File: src/rtl/sp_mc_ctrl.sv
// sp_mc_ctrl: multi-cycle FETCH/DECODE/EXEC/MEM/WB/DONE sequencer for the shared-ALU datapath
//
// Ports:
//   clk, rst                 clock (rising edge), synchronous active-high reset
//   in_valid_i               host permits the next instruction to start
//   opcode_i, func_i         IR[31:26] / IR[5:0], valid from DECODE onward
//   mem_ready_i              data memory completes the current access
//   ir_we_o, pc_we_o         latch IR / advance PC
//   rf_we_o, reg_dst_o       register file write, 1 = rd else rt
//   alu_src_o, alu_op_o      operand B select, ALU function
//   imm_zext_o, lui_sel_o    immediate zero-extend, writeback {imm,16'h0}
//   mem_req_o, mem_we_o      memory request, store
//   mem_to_reg_o             writeback selects memory read data
//   out_valid_o, illegal_o   retire pulse, undecodable qualifier
//   instr_cnt_o              retired-instruction count (wraps)
//   mem_err_o                memory timeout pulse in DONE
//
// Build option: define MEM_TIMEOUT_EN to abort MEM after MEM_TIMEOUT stalled cycles.
module sp_mc_ctrl #(
    parameter int CNT_W       = 32,
    parameter int MEM_TIMEOUT = 16
) (
    input  logic             clk,
    input  logic             rst,
    input  logic             in_valid_i,
    input  logic [5:0]       opcode_i,
    input  logic [5:0]       func_i,
    input  logic             mem_ready_i,
    output logic             ir_we_o,
    output logic             pc_we_o,
    output logic             rf_we_o,
    output logic             reg_dst_o,
    output logic             alu_src_o,
    output logic [2:0]       alu_op_o,
    output logic             imm_zext_o,
    output logic             lui_sel_o,
    output logic             mem_req_o,
    output logic             mem_we_o,
    output logic             mem_to_reg_o,
    output logic             out_valid_o,
    output logic             illegal_o,
    output logic [CNT_W-1:0] instr_cnt_o,
    output logic             mem_err_o
);
    typedef enum logic [2:0] {IDLE, FETCH, DECODE, EXEC, MEM, WB, DONE} state_t;

    state_t     state_q, state_d;
    logic [5:0] op_q, fn_q;
    logic [5:0] op, fn;
    logic       r_type, legal, is_lw, is_sw, is_lui, zext, timeout;
    logic [2:0] alu_op;

    // The IR only holds the new instruction from DECODE on, so decode the live
    // inputs there and the captured copy afterwards.
    assign op      = (state_q == DECODE) ? opcode_i : op_q;
    assign fn      = (state_q == DECODE) ? func_i : fn_q;
    assign r_type  = op == 6'd0;
    assign is_lw   = op == 6'd5;
    assign is_sw   = op == 6'd6;
    assign is_lui  = op == 6'd9;
    assign zext    = op == 6'd1 || op == 6'd2;
    assign legal   = r_type ? fn <= 6'd6 : (op >= 6'd1 && op <= 6'd6) || is_lui;
    assign alu_op  = r_type ? fn[2:0] : op == 6'd1 ? 3'd0 : op == 6'd2 ? 3'd1 : op == 6'd4 ? 3'd3 : 3'd2;

`ifdef MEM_TIMEOUT_EN
    localparam int WT_W = $clog2(MEM_TIMEOUT + 1);
    logic [WT_W-1:0] wait_q;
    logic            mem_err_q;

    // Fires on the last permitted stalled MEM cycle, so MEM lasts MEM_TIMEOUT cycles.
    assign timeout   = !mem_ready_i && wait_q == WT_W'(MEM_TIMEOUT - 1);
    assign mem_err_o = mem_err_q;

    always_ff @(posedge clk) begin
        if (rst) begin
            wait_q    <= '0;
            mem_err_q <= 1'b0;
        end else begin
            wait_q    <= (state_q == MEM && state_d == MEM) ? wait_q + WT_W'(!mem_ready_i) : '0;
            mem_err_q <= state_q == MEM && timeout;
        end
    end
`else
    // No wait counter: MEM waits forever; the compare is constant false.
    assign timeout   = MEM_TIMEOUT < 0;
    assign mem_err_o = 1'b0;
`endif

    always_comb begin
        state_d = IDLE;
        case (state_q)
            IDLE:    state_d = in_valid_i ? FETCH : IDLE;
            FETCH:   state_d = DECODE;
            DECODE:  state_d = legal ? EXEC : DONE;
            EXEC:    state_d = (is_lw || is_sw) ? MEM : WB;
            MEM:     state_d = mem_ready_i ? (is_lw ? WB : DONE) : timeout ? DONE : MEM;
            WB:      state_d = DONE;
            DONE:    state_d = in_valid_i ? FETCH : IDLE;
            default: state_d = IDLE;
        endcase
    end

    // Outputs are registered from the next state so each is a clean Moore decode.
    always_ff @(posedge clk) begin
        if (rst) begin
            state_q      <= IDLE;
            op_q         <= '0;
            fn_q         <= '0;
            ir_we_o      <= 1'b0;
            pc_we_o      <= 1'b0;
            rf_we_o      <= 1'b0;
            reg_dst_o    <= 1'b0;
            alu_src_o    <= 1'b0;
            alu_op_o     <= '0;
            imm_zext_o   <= 1'b0;
            lui_sel_o    <= 1'b0;
            mem_req_o    <= 1'b0;
            mem_we_o     <= 1'b0;
            mem_to_reg_o <= 1'b0;
            out_valid_o  <= 1'b0;
            illegal_o    <= 1'b0;
            instr_cnt_o  <= '0;
        end else begin
            state_q      <= state_d;
            op_q         <= op;
            fn_q         <= fn;
            ir_we_o      <= state_d == FETCH;
            pc_we_o      <= state_d == DONE;
            rf_we_o      <= state_d == WB;
            reg_dst_o    <= (state_d == EXEC || state_d == WB) && r_type;
            alu_src_o    <= state_d == EXEC && !r_type;
            alu_op_o     <= state_d == EXEC ? alu_op : 3'd0;
            imm_zext_o   <= state_d == EXEC && zext;
            lui_sel_o    <= state_d == WB && is_lui;
            mem_req_o    <= state_d == MEM;
            mem_we_o     <= state_d == MEM && is_sw;
            mem_to_reg_o <= state_d == WB && is_lw;
            out_valid_o  <= state_d == DONE;
            illegal_o    <= state_d == DONE && !legal;
            instr_cnt_o  <= instr_cnt_o + CNT_W'(state_d == DONE);
        end
    end
endmodule

File: config.mk
export PLATFORM = sky130hd
export DESIGN_NAME = sp_mc_ctrl
export DESIGN_NICKNAME = d
export VERILOG_FILES = /design/src/rtl/sp_mc_ctrl.sv
export SDC_FILE = /design/constraint.sdc
export NUM_CORES = 1
export LEC_CHECK = 0
export CAP_MARGIN = 10
export CORE_MARGIN = 4
export CORE_UTILIZATION = 55
export CTS_BUF_LIST = sky130_fd_sc_hd__clkbuf_4
export DETAILED_ROUTE_END_ITERATION = 8
export PLACE_DENSITY = 0.93
export SETUP_SLACK_MARGIN = 0.02
export SYNTH_ARGS = -nofsm -noshare
export SYNTH_HDL_FRONTEND = slang
export SYNTH_SLANG_ARGS = --single-unit
File: constraint.sdc
create_clock -name clk -period 7.5 [get_ports clk]
set_input_delay 1.5 -clock clk [delete_from_list [all_inputs] [get_ports clk]]
set_output_delay 1.5 -clock clk [all_outputs]
set_load 0.03 [all_outputs]
==> results.md <==
* Vias in the first global route at 2580
* Pre-CTS setup slack at 2.186 ns
* Min-delay src: fn_q[4]$_SDFF_PP0_
* CTS Buf Count at 9
* Worst-path clk slew at 0.10 ns
* Post-DRT Antenna Nets at 0
* R2R Setup Slk at 3.23 ns
* Fmax at 203.8 MHz
* Least-Margin Pin Slew at 0.9453 ns
* Die area at 6408 µm²
* CP max stage cell: clkdlybuf4s50_1
* Postcts setup bufs at 0
* # DRC at 0
* CTS tree: done
* Overall Global Routing Usage at 0.2170
* Status: completed
* Slowest Stage Delay on Critical Path at 0.53 ns
* Final total power at 759.1 µW
* Worst path arrival time at 5.24 ns
* Final worst path period share at 0.6543
* Vias at 2662
* First drt pass iteration count at 5
* TritonCTS Sinks at 61
* Avg Inst Size Synth at 8.473 µm²
* Cts repair resizes at 0
* Cells after Synth at 337
* Peak VDD IR at 151.9 µV
* Diodes inserted at 0
* First-pass GRT wire length at 10.93 mm
* R2R depth at 11
* Placed instance count at 445
* Area delta synth->final at 24.80%
* Synthesis warning total at 0
* Asr flop ratio synth at 0
* Worst Hold Path EP: fn_q[4]$_SDFF_PP0_
* Final hold vios at 0
* Die X at 80.05 µm
* Library cells used by synthesis at 52
* Register area share after synthesis at 0.4277
* Num ports at 64
* Hold buffers post-CTS at 0
* Critical Path RT at 7.84 ns
* Drt wl/cell at 14.29 µm
* Power density over cell area at 213.0 nW/µm²
* Static Leak at 0.001204 µW
* Reg2reg start: state_q[1]$_SDFF_PP0_
* Class of the worst hold path: reg -> reg
* Main synth FF type: dfxtp_1
* Setup TNS at 0 ns
* R2r endpoint: instr_cnt_o[31]$_SDFF_PP0_
* Drt total wl at 6.588 mm
* Post-route cell area at 3563 µm²
* Port bufs at 62
* Worst skew pair latency at 0.41 ns
* Post-route minimum period at 4.907 ns
* Initial DRC count at 143
* Share of post-route cells with drive strength above 1 at 0.07107
* Worst path cell trace: clkdlybuf4s50_1 -> or2_2 -> nor4b_4 -> o221ai_2 -> o21ai_0 -> o221a_2 -> ha_1 -> and3_1 -> nand4_1 -> nor3_1 -> or3b_2 -> a21oi_1
* Setup Skew at 0.01105 ns
* Rel. slew slack at 0.3698
* Nets@finish at 407
* CP Class: in -> reg
* Clock root buffer master: clkbuf_4
* Max-slew violation count at 0
* Largest net degree at the start of global routing at 54
* Setup repair after global routing missed its margin: false
* Startpoint Class: input pin
* Post-Syn Area at 2855 µm²
* Initial antenna violation count at 0
* Critical Path End Type: flip-flop
* H-tree Lvls at 3
* CTS max path bufs at 2
* Die H at 80.05 µm
* DPL Wire Length at 4.702 mm
* Vias per cell at 5.774
* Max Cap Violations at 0
* GPL Wtd Cong at 0.8781
* Final worst setup slack at 2.593 ns
* Finish-stage setup viols at 0
* Synth Net Count at 355
* Crit path max fanout at 15
* Area of placed instances at 3458 µm²
* Post-synth EDFFs at 0
* Core ar. at 4880 µm²
* Rows at 25
* Seq cells post-synth at 61
* Most frequent cells in the layout: dfxtp_1, clkdlybuf4s50_1, nor2_1
* Overflow after GRT at 0
* Starting Density at 0.5851
* Fin cells at 461
* Worst hold path depth at 2
power breakdown:
group          switching [µW]  internal, µW  total (µW)  leakage [µW]
clock network             117          67.9         185     0.0000610
logic                     128          83.1         211      0.000650
registers                20.4           343         363      0.000493
total                     266           493         759       0.00120
cell usage after synthesis (2+ instances only):
| cell | count | share of area |
|---|---|---|
| a21oi_1 | 24 | 0.042 |
| a221oi_1 | 3 | 0.0092 |
| and2_1 | 2 | 0.0044 |
| and2b_1 | 3 | 0.0079 |
| and3_1 | 5 | 0.011 |
| and4_1 | 4 | 0.012 |
| buf_1 | 2 | 0.0026 |
| buf_2 | 2 | 0.0035 |
| buf_4 | 2 | 0.0053 |
| clkbuf_1 | 14 | 0.018 |
| dfxtp_1 | 61 | 0.43 |
| ha_1 | 2 | 0.0088 |
| inv_1 | 5 | 0.0066 |
| mux2i_1 | 3 | 0.011 |
| nand2_1 | 36 | 0.047 |
| nand3_1 | 18 | 0.032 |
| nand4_1 | 10 | 0.022 |
| nor2_1 | 38 | 0.050 |
| nor2b_1 | 4 | 0.0088 |
| nor3_1 | 10 | 0.018 |
| nor3b_1 | 4 | 0.011 |
| nor4_1 | 11 | 0.024 |
| nor4_2 | 2 | 0.0088 |
| o211ai_1 | 4 | 0.011 |
| o21ai_0 | 7 | 0.012 |
| o311ai_0 | 2 | 0.0061 |
| or2_2 | 3 | 0.0066 |
| or3_1 | 7 | 0.015 |
| or4_1 | 2 | 0.0053 |
| xnor2_1 | 18 | 0.055 |
| xor2_1 | 8 | 0.025 |
cell families after synthesis:
group	Yosys count	share of synthesized area
AO/OA/AOI/OAI	51	0.1157
XOR/XNOR	26	0.07976
adder cells (fa/ha/maj)	2	0.008763
buffers and inverters	26	0.04032
flip-flops	61	0.4277
multiplexers	3	0.01052
other	1	0.001313
AND/OR/NAND/NOR	167	0.3160
layer usage:
| metal | track usage | routed length [µm] |
|---|---|---|
| met1 | 0.2486 | 2755 |
| met2 | 0.3626 | 3202 |
| met3 | 0.04372 | 477 |
| met4 | 0.1453 | 153 |
| met5 | 0 | 0 |
metrics by stage:
step | hold WS, ns | util
after floorplan | 0.4360 | -
after global placement | 0.4423 | 0.7087
after detailed placement | 0.4473 | 0.7087
after CTS | 0.4608 | 0.7303
after global routing | 0.4775 | 0.7303
final | 0.4614 | 0.7303
how the worst max path moves through the flow:
| stage | from | end |
|---|---|---|
| floorplan | opcode_i[1] | instr_cnt_o[31]$_SDFF_PP0_ |
| global placement | opcode_i[1] | instr_cnt_o[31]$_SDFF_PP0_ |
| detailed placement | opcode_i[1] | instr_cnt_o[31]$_SDFF_PP0_ |
| CTS | opcode_i[1] | instr_cnt_o[31]$_SDFF_PP0_ |
| global route | opcode_i[1] | instr_cnt_o[31]$_SDFF_PP0_ |
| finish | opcode_i[1] | instr_cnt_o[31]$_SDFF_PP0_ |
area by class of cell:
type | count | area [µm²]
multi-input cells | 250 | 1519
clock inverters | 6 | 30.03
repair buffers | 62 | 615.6
inverters | 5 | 18.77
well taps | 67 | 83.83
fillers | 377 | 1316
flip-flops and latches | 61 | 1221
clock buffers | 10 | 75.07
critical path: cells and delay by family:
kind,cells,cell delay (ns)
buffers and inverters,1,0.53
and+or+nand+nor,6,2.30
AOI/OAI and AO/OA,4,0.76
adders and majority gates,1,0.15
state kept, by name, indices dropped and copies added (netlist names):
signal	count
instr_cnt_o	32
fn_q	6
op_q	6
alu_op_o	3
state_q	3
alu_src_o	1
illegal_o	1
imm_zext_o	1
ir_we_o	1
lui_sel_o	1
mem_req_o	1
mem_to_reg_o	1
mem_we_o	1
out_valid_o	1
reg_dst_o	1
rf_we_o	1
Power figures use the tool's default switching activity.
